$ cat src/rtl/debug_led_viewer.sv
// Board-level debug viewer: shows one LED_W-bit slice of a probe bank (or the
// status flags) on the LEDs, with manual select, timed auto-scan and freeze.
module debug_led_viewer #(
   parameter  int NUM_WORDS = 2,
   parameter  int WORD_W    = 32,
   parameter  int LED_W     = 8,
   parameter  int SCAN_DIV  = 50_000_000,
   localparam int SPW       = WORD_W / LED_W,
   localparam int NSLICE    = NUM_WORDS * SPW,
   localparam int FLAG_IDX  = NSLICE,
   localparam int SEL_W     = $clog2(NSLICE + 1)
) (
   input  logic                        clk,
   input  logic                        rst,
   input  logic [NUM_WORDS*WORD_W-1:0] probe_bus,
   input  logic [1:0]                  flags,
   input  logic [SEL_W-1:0]            sel,
   input  logic                        auto_en,
   input  logic                        freeze_pulse,
   output logic [LED_W-1:0]            led,
   output logic [SEL_W-1:0]            cur_idx,
   output logic                        frozen
);

   localparam int               DIV_W    = (SCAN_DIV > 1) ? $clog2(SCAN_DIV) : 1;
   localparam int               IDX_W    = (NSLICE > 1) ? $clog2(NSLICE) : 1;
   localparam logic [SEL_W-1:0] FLAG_SEL = SEL_W'(FLAG_IDX);
   localparam logic [DIV_W-1:0] DIV_LAST = DIV_W'(SCAN_DIV - 1);

   if ((WORD_W % LED_W) != 0 || LED_W < 2 || SCAN_DIV < 1) begin : g_bad_params
      $error("debug_led_viewer: illegal parameter combination");
   end

   logic [DIV_W-1:0]              r_div;
   logic [SEL_W-1:0]              r_cur_idx;
   logic [LED_W-1:0]              r_led;
   logic                          r_frozen;
   logic [NUM_WORDS*WORD_W-1:0]   r_snap_bus;
   logic [1:0]                    r_snap_flags;

   logic [NUM_WORDS*WORD_W-1:0]   w_src_bus;
   logic [1:0]                    w_src_flags;
   logic [NSLICE-1:0][LED_W-1:0]  w_slices;
   logic [IDX_W-1:0]              w_slice_sel;
   logic [SEL_W-1:0]              w_step_idx;
   logic [LED_W-1:0]              w_led_next;

   // Slice i of the concatenated bus is word i/SPW, byte i%SPW, because word 0 sits in the LSBs.
   assign w_src_bus   = r_frozen ? r_snap_bus   : probe_bus;
   assign w_src_flags = r_frozen ? r_snap_flags : flags;
   assign w_slices    = w_src_bus;
   assign w_slice_sel = r_cur_idx[IDX_W-1:0];
   assign w_step_idx  = (r_cur_idx < FLAG_SEL) ? r_cur_idx + SEL_W'(1) : '0;

   always_comb begin
      // NOTE: default first so every bit is driven on every path; no latch can be inferred.
      w_led_next = '0;
      if (r_cur_idx < FLAG_SEL) begin
         w_led_next = w_slices[w_slice_sel];
      end else if (r_cur_idx == FLAG_SEL) begin
         w_led_next[0]       = w_src_flags[0];
         w_led_next[LED_W-1] = w_src_flags[1];
      end
   end

   // NOTE: sequential state uses non-blocking assignments so all registers update together at the edge.
   always_ff @(posedge clk or posedge rst) begin
      if (rst) begin
         r_div     <= '0;
         r_cur_idx <= '0;
      end else if (!auto_en) begin
         r_div     <= '0;
         r_cur_idx <= sel;
      end else if (r_div == DIV_LAST) begin
         r_div     <= '0;
         r_cur_idx <= w_step_idx;
      end else begin
         r_div     <= r_div + DIV_W'(1);
      end
   end

   // Snapshot is captured only on the edge that enters freeze, so it equals the live data led shows next.
   always_ff @(posedge clk or posedge rst) begin
      if (rst) begin
         r_frozen     <= 1'b0;
         r_snap_bus   <= '0;
         r_snap_flags <= '0;
      end else if (freeze_pulse) begin
         r_frozen <= ~r_frozen;
         if (!r_frozen) begin
            r_snap_bus   <= probe_bus;
            r_snap_flags <= flags;
         end
      end
   end

   always_ff @(posedge clk or posedge rst) begin
      if (rst) r_led <= '0;
      else     r_led <= w_led_next;
   end

   assign led     = r_led;
   assign cur_idx = r_cur_idx;
   assign frozen  = r_frozen;

endmodule
$ cat config.mk
export PLATFORM = sky130hd
export DESIGN_NAME = debug_led_viewer
export DESIGN_NICKNAME = d
export VERILOG_FILES = /design/src/rtl/debug_led_viewer.sv
export SDC_FILE = /design/constraint.sdc
export NUM_CORES = 1
export LEC_CHECK = 0
export ABC_AREA = 0
export BUFFER_PORTS_ARGS = -buffer_cell sky130_fd_sc_hd__buf_2
export CAP_MARGIN = 20
export CORE_ASPECT_RATIO = 0.8
export CORE_MARGIN = 4
export CORE_UTILIZATION = 51
export CTS_CLUSTER_SIZE = 40
export DETAILED_ROUTE_END_ITERATION = 10
export MAX_ROUTING_LAYER = met4
export PLACE_DENSITY = 0.83
export SETUP_SLACK_MARGIN = 0.02
export SYNTH_ARGS = -nofsm -noshare
export SYNTH_HDL_FRONTEND = slang
export SYNTH_SLANG_ARGS = --single-unit
$ cat constraint.sdc
create_clock -name clk -period 2.8 [get_ports clk]
set_input_delay 0.14 -clock clk [delete_from_list [all_inputs] [get_ports clk]]
set_output_delay 0.14 -clock clk [all_outputs]
set_load 0.05 [all_outputs]
Word level (Yosys, flattened, before mapping)

Cells that the tools add are included.

Add/sub/neg operators: 2
Bitwise gates (word level): 1
Equality and inequality tests: 3
Muxes and demuxes: 14
$lt $le $gt $ge: 2

Operators by type and width:

| kind                    | count |
|---|---|
| $mux W64                | 1 |
| $mux W26                | 2 |
| $add A26 B1 Y26 const B | 1 |
| $eq A26 B26 Y1 const B  | 1 |
| $bmux W8 S3             | 1 |
| $mux W4                 | 3 |
| $mux W8                 | 1 |
| $mux W6                 | 1 |
| $add A4 B1 Y4 const B   | 1 |
| $eq A4 B4 Y1 const B    | 1 |
| $lt A3 B4 Y1 const B    | 1 |
| $lt A4 B4 Y1 const B    | 1 |
| $mux W1                 | 4 |
| $mux W2                 | 1 |
| $ne A2 B1 Y1 const B    | 1 |
| $not A1 Y1              | 1 |

Input bits: 74
Word-level logic and storage cells: 28
Output and inout bits: 13
Register bits after elaboration: 105

Depth between registers and ports, before layout

Depth in word-level cells: 4
Mapped depth: 7
Mapped depth without buffers: 5

Least setup slack after synthesis

Ideal clock, no wire load.

Path kind: reg-to-reg
Start: reg r_cur_idx[0], in the netlist cur_idx[0]
End: reg r_cur_idx[1], in the netlist cur_idx[1]
Clock period less this slack: 2449 ps
Path buffers: 3
Cell stages (with the launch flop): 8
Data required time: 2718 ps
Setup slack: 351 ps
Arrival time: 2367 ps
Setup time: 82 ps
Path through: dfrtp_1 buf_2 buf_2 buf_4 inv_1 ha_1 or4b_1 a31oi_1

Longest elaborated chain between the ends: 4
Elaborated cells on any way between the ends: 5
Those cells by class: add/sub (1); order compare (1); mux (3)

RTL lines:

| element                                       | RTL line | RTL |
|---|---|---|
| start, declared                               | 35       | `logic [SEL_W-1:0] r_cur_idx;` |
| start signal, assigned                        | 73       | `r_cur_idx <= sel;` |
| start signal, assigned                        | 76       | `r_cur_idx <= w_step_idx;` |
| $add A4 B1 Y4 or $lt A4 B4 Y1 (tied branches) | 53       | `assign w_step_idx = (r_cur_idx < FLAG_SEL) ? r_cur_idx + SEL_W'(1) : '0;` |
| $mux W4 *                                     | 53       |  |
| $mux W4 *                                     | 74       | `end else if (r_div == DIV_LAST) begin` |
| $mux W4 *                                     | 71       | `end else if (!auto_en) begin` |

Mark *: on every way between the ends. The rest lies on a longest branch, timed or not. The select of a mux whose other input is x is not followed.
A chain may end at the register's enable or synchronous reset.

Final worst setup path

Start: reg r_div[2]
End: reg r_div[25]

Longest elaborated chain between the ends: 3
Elaborated cells on any way between the ends: 4
Those cells by class: add/sub (1); eq/ne (1); mux (2)

RTL lines:

| element                                           | RTL line | RTL |
|---|---|---|
| start, declared                                   | 34       | `logic [DIV_W-1:0] r_div;` |
| start signal, assigned                            | 78       | `r_div <= r_div + DIV_W'(1);` |
| $add A26 B1 Y26 or $eq A26 B26 Y1 (tied branches) | 78, 74   |  |
| $mux W26 *                                        | 74       |  |
| $mux W26 *                                        | 71       |  |

Mark *: on every way between the ends. The rest lies on a longest branch, timed or not.

==> impl_metrics.yaml <==
status:
  outcome: "finished, final reports clean"
clocking:
  cts_sinks: 105
  worstSkewPairLatency_ns: 0.34
  numCtsBuffers: 9
  htreeDepth: 3
  clkSlewWorstSetupHoldPaths_ns: 0.07
  clock_path_buffers: 2
  post-cts-setup-buffers: 0
  cts_root_buffer: "clkbuf_16"
  cts_tree: "yes"
final_layout:
  nets: 569
  area.growth.synth_to_final_pct: 15.7
  drive_gt1_frac: 0.435
  fin_util: 0.608
worst_hold_path:
  hp-class: "input pin to register"
sta:
  slew_headroom: 0.466
  setup_viol: 0
  clock.fmax_ghz: 0.445
  hold_viol_final: 0
  period_minus_slack_ns: 2.25
  grt_setup_unrepaired: "false"
  setup_tns_ns: 0
  finalMaxSlewViolations: 0
  skew_ns: 0.00696
  tightest_slew_ns: 0.800
  fin_crit_sh: 0.803
power:
  p_int_w: 0.00371
  p_comb_frac: 0.334
  p_seq_frac: 0.452
  power_per_cell_area_nw_per_um2: 859
  switching_share: 0.311
  peakVddDrop_mv: 0.541
  p_switching_w: 0.00168
  leakagePower_nw: 2.70
  pwr-share-clk: 0.214
floorplan:
  fp.dieH_um: 100
  initial_core_util: 0.526
  core_area_um2: 10300
  io_pins: 87
  rows: 33
  die_width_um: 123
  dieArea_um2: 12400
yosys:
  yosysUniqueCellTypes: 45
  yosysTopAreaCellShare: 0.484
  yosys_most_used_dff: "dfrtp_1"
  syn_nets: 491
  synth_top_cell_by_area: "dfrtp_1"
  synth-warning-count: 0
  yosysSeqAreaShare: 0.484
  synth.cell_area_um2: 5430
  synth_common_cells: "dfrtp_1, mux2_2, mux4_2"
  synth.avg_cell_area_um2: 13.1
  synth_edf_count: 0
  synth-seq-cells: 105
  yosysMostFrequentCell: "dfrtp_1"
  async_flop_share: 1.00
  synth_top_cells_by_area: "dfrtp_1, mux2_2, mux4_2, mux2i_1, xor2_1"
  syn_inst: 414
detailed_routing:
  ant_nets: 0
  wl_per_cell_um: 18.7
  drc_errors: 0
  dr.pass1.iters: 4
  drt_iter0_drc: 337
  vias: 3767
  totalWireLength_um: 12000
  vias_per_cell: 5.90
placement:
  portBuffers: 86
  gp_congestion: 0.851
  dpl.hpwl_um: 8520
worst_setup_path:
  critPathKind: "register to register"
  cp_max_fo: 12
  worstPathRequired_ns: 3.06
  startpoint_type: "register"
  cp-end-kind: "register"
  arrival_ns: 2.51
grt:
  globalRouteOverflowTotal: 0
  antenna_found_initial: 2
  grt_pass1_wl_um: 19700
  grt_pass1_vias: 3975
  track_usage: 0.212
  grt_max_degree: 106
flow_run:
  cap_viol_max_count: 0
[state kept, by name, summed over array words and instances (netlist names)]
signal,flops
r_div,26
frozen,1
led,8
r_snap_bus,64
cur_idx,4
r_snap_flags,2
[worst max-delay path: stages, from the launching register on]
cell     delay (ns)
dfrtp_1        0.41
and4_1         0.47
nand4_1        0.50
or4_1          0.64
a21oi_1        0.16
[logic make-up (layout without fill, tap and decap cells)]
group,Yosys count,after routing,synth area share
mux,116,116,0.294
flops,105,105,0.484
simple gates,98,98,0.114
compound gates,45,45,0.0505
buf+inv,34,116,0.0300
xor+xnor,13,13,0.0210
fa+ha+maj,3,3,0.00692
other cells,0,2,0
[final timing paths]
kind | from | endpoint | slack (ns) | depth (start not counted)
min in group asynchronous | rst | cur_idx[3] | 0.51 | 4
min | probe_bus[62] | r_snap_bus[62] | 0.04 | 2
min reg2reg | r_div[0] | r_div[0] | 0.48 | 1
max | r_div[2] | r_div[25] | 0.55 | 4
max in group asynchronous | rst | frozen | 1.88 | 4
max reg2reg | r_div[2] | r_div[25] | 0.55 | 4
[final cells by class]
| type | count | area (um^2) |
|---|---|---|
| fill | 819 | 4040 |
| multi-input combinational | 275 | 2640 |
| sequential | 105 | 2630 |
| timing repair buffer | 95 | 528 |
| clock buffer | 10 | 239 |
| tap | 140 | 175 |
| clock inverter | 5 | 31.3 |
| inverter | 6 | 26.3 |
| antenna | 2 | 5.00 |
[power groups by stage]
stage | clock network (W) | registers, W | logic [W]
after floorplan | 0 | 0.00244 | 0.00137
after global placement | 0 | 0.00240 | 0.00174
after detailed placement | 0 | 0.00247 | 0.00181
after CTS | 0.00118 | 0.00245 | 0.00182
after global routing | 0.00125 | 0.00251 | 0.00194
final | 0.00115 | 0.00244 | 0.00180
[metal layers]
metal	track usage	wire (um)
met1	0.261	4930
met2	0.338	6000
met3	0.0687	818
met4	0.0630	206
met5	-	0
[layout by cell type, fill, tap and decap left out, types with 2 or more instances in the layout]
master / count
clkbuf_16: 9
nand4_4: 2
nand3_1: 11
o22ai_1: 6
nor4b_2: 2
dlygate4sd3_1: 2
xnor2_1: 2
a31oi_1: 3
mux2i_1: 22
clkinv_2: 3
buf_2: 86
mux2_2: 66
nand4_1: 10
dfrtp_1: 103
clkinvlp_4: 2
and2_1: 4
and4_1: 4
or3_1: 5
diode_2: 2
o21ai_0: 8
mux4_2: 28
and3_1: 3
inv_1: 4
nor4b_1: 2
buf_4: 5
dfrtp_2: 2
buf_12: 2
or4_1: 10
nand2_1: 13
ha_1: 3
o311ai_0: 2
o31ai_1: 7
nor2b_1: 2
xor2_1: 11
nor2_1: 20
a22oi_1: 2
a21oi_1: 15
[through the flow]
| stage | area [um^2] | total power (W) | hold slack, ns | instances | worst slack (ns) |
|---|---|---|---|---|---|
| floorplan | 5430 | 0.00381 | 0.231 | 414 | 0.351 |
| global placement | 5980 | 0.00414 | 0.338 | 619 | 0.703 |
| detailed placement | 5980 | 0.00427 | 0.345 | 619 | 0.615 |
| CTS | 6270 | 0.00545 | 0.0316 | 636 | 0.579 |
| global route | 6280 | 0.00570 | 0.0349 | 638 | 0.445 |
| finish | 6280 | 0.00539 | 0.0420 | 638 | 0.550 |
[repair_timing]
action / CTS / global route
hold buffers: 2 / 0
hold endpoints to repair: 104 / 0
gates resized for setup: 0 / 0
(Power assumes the default switching activity.)
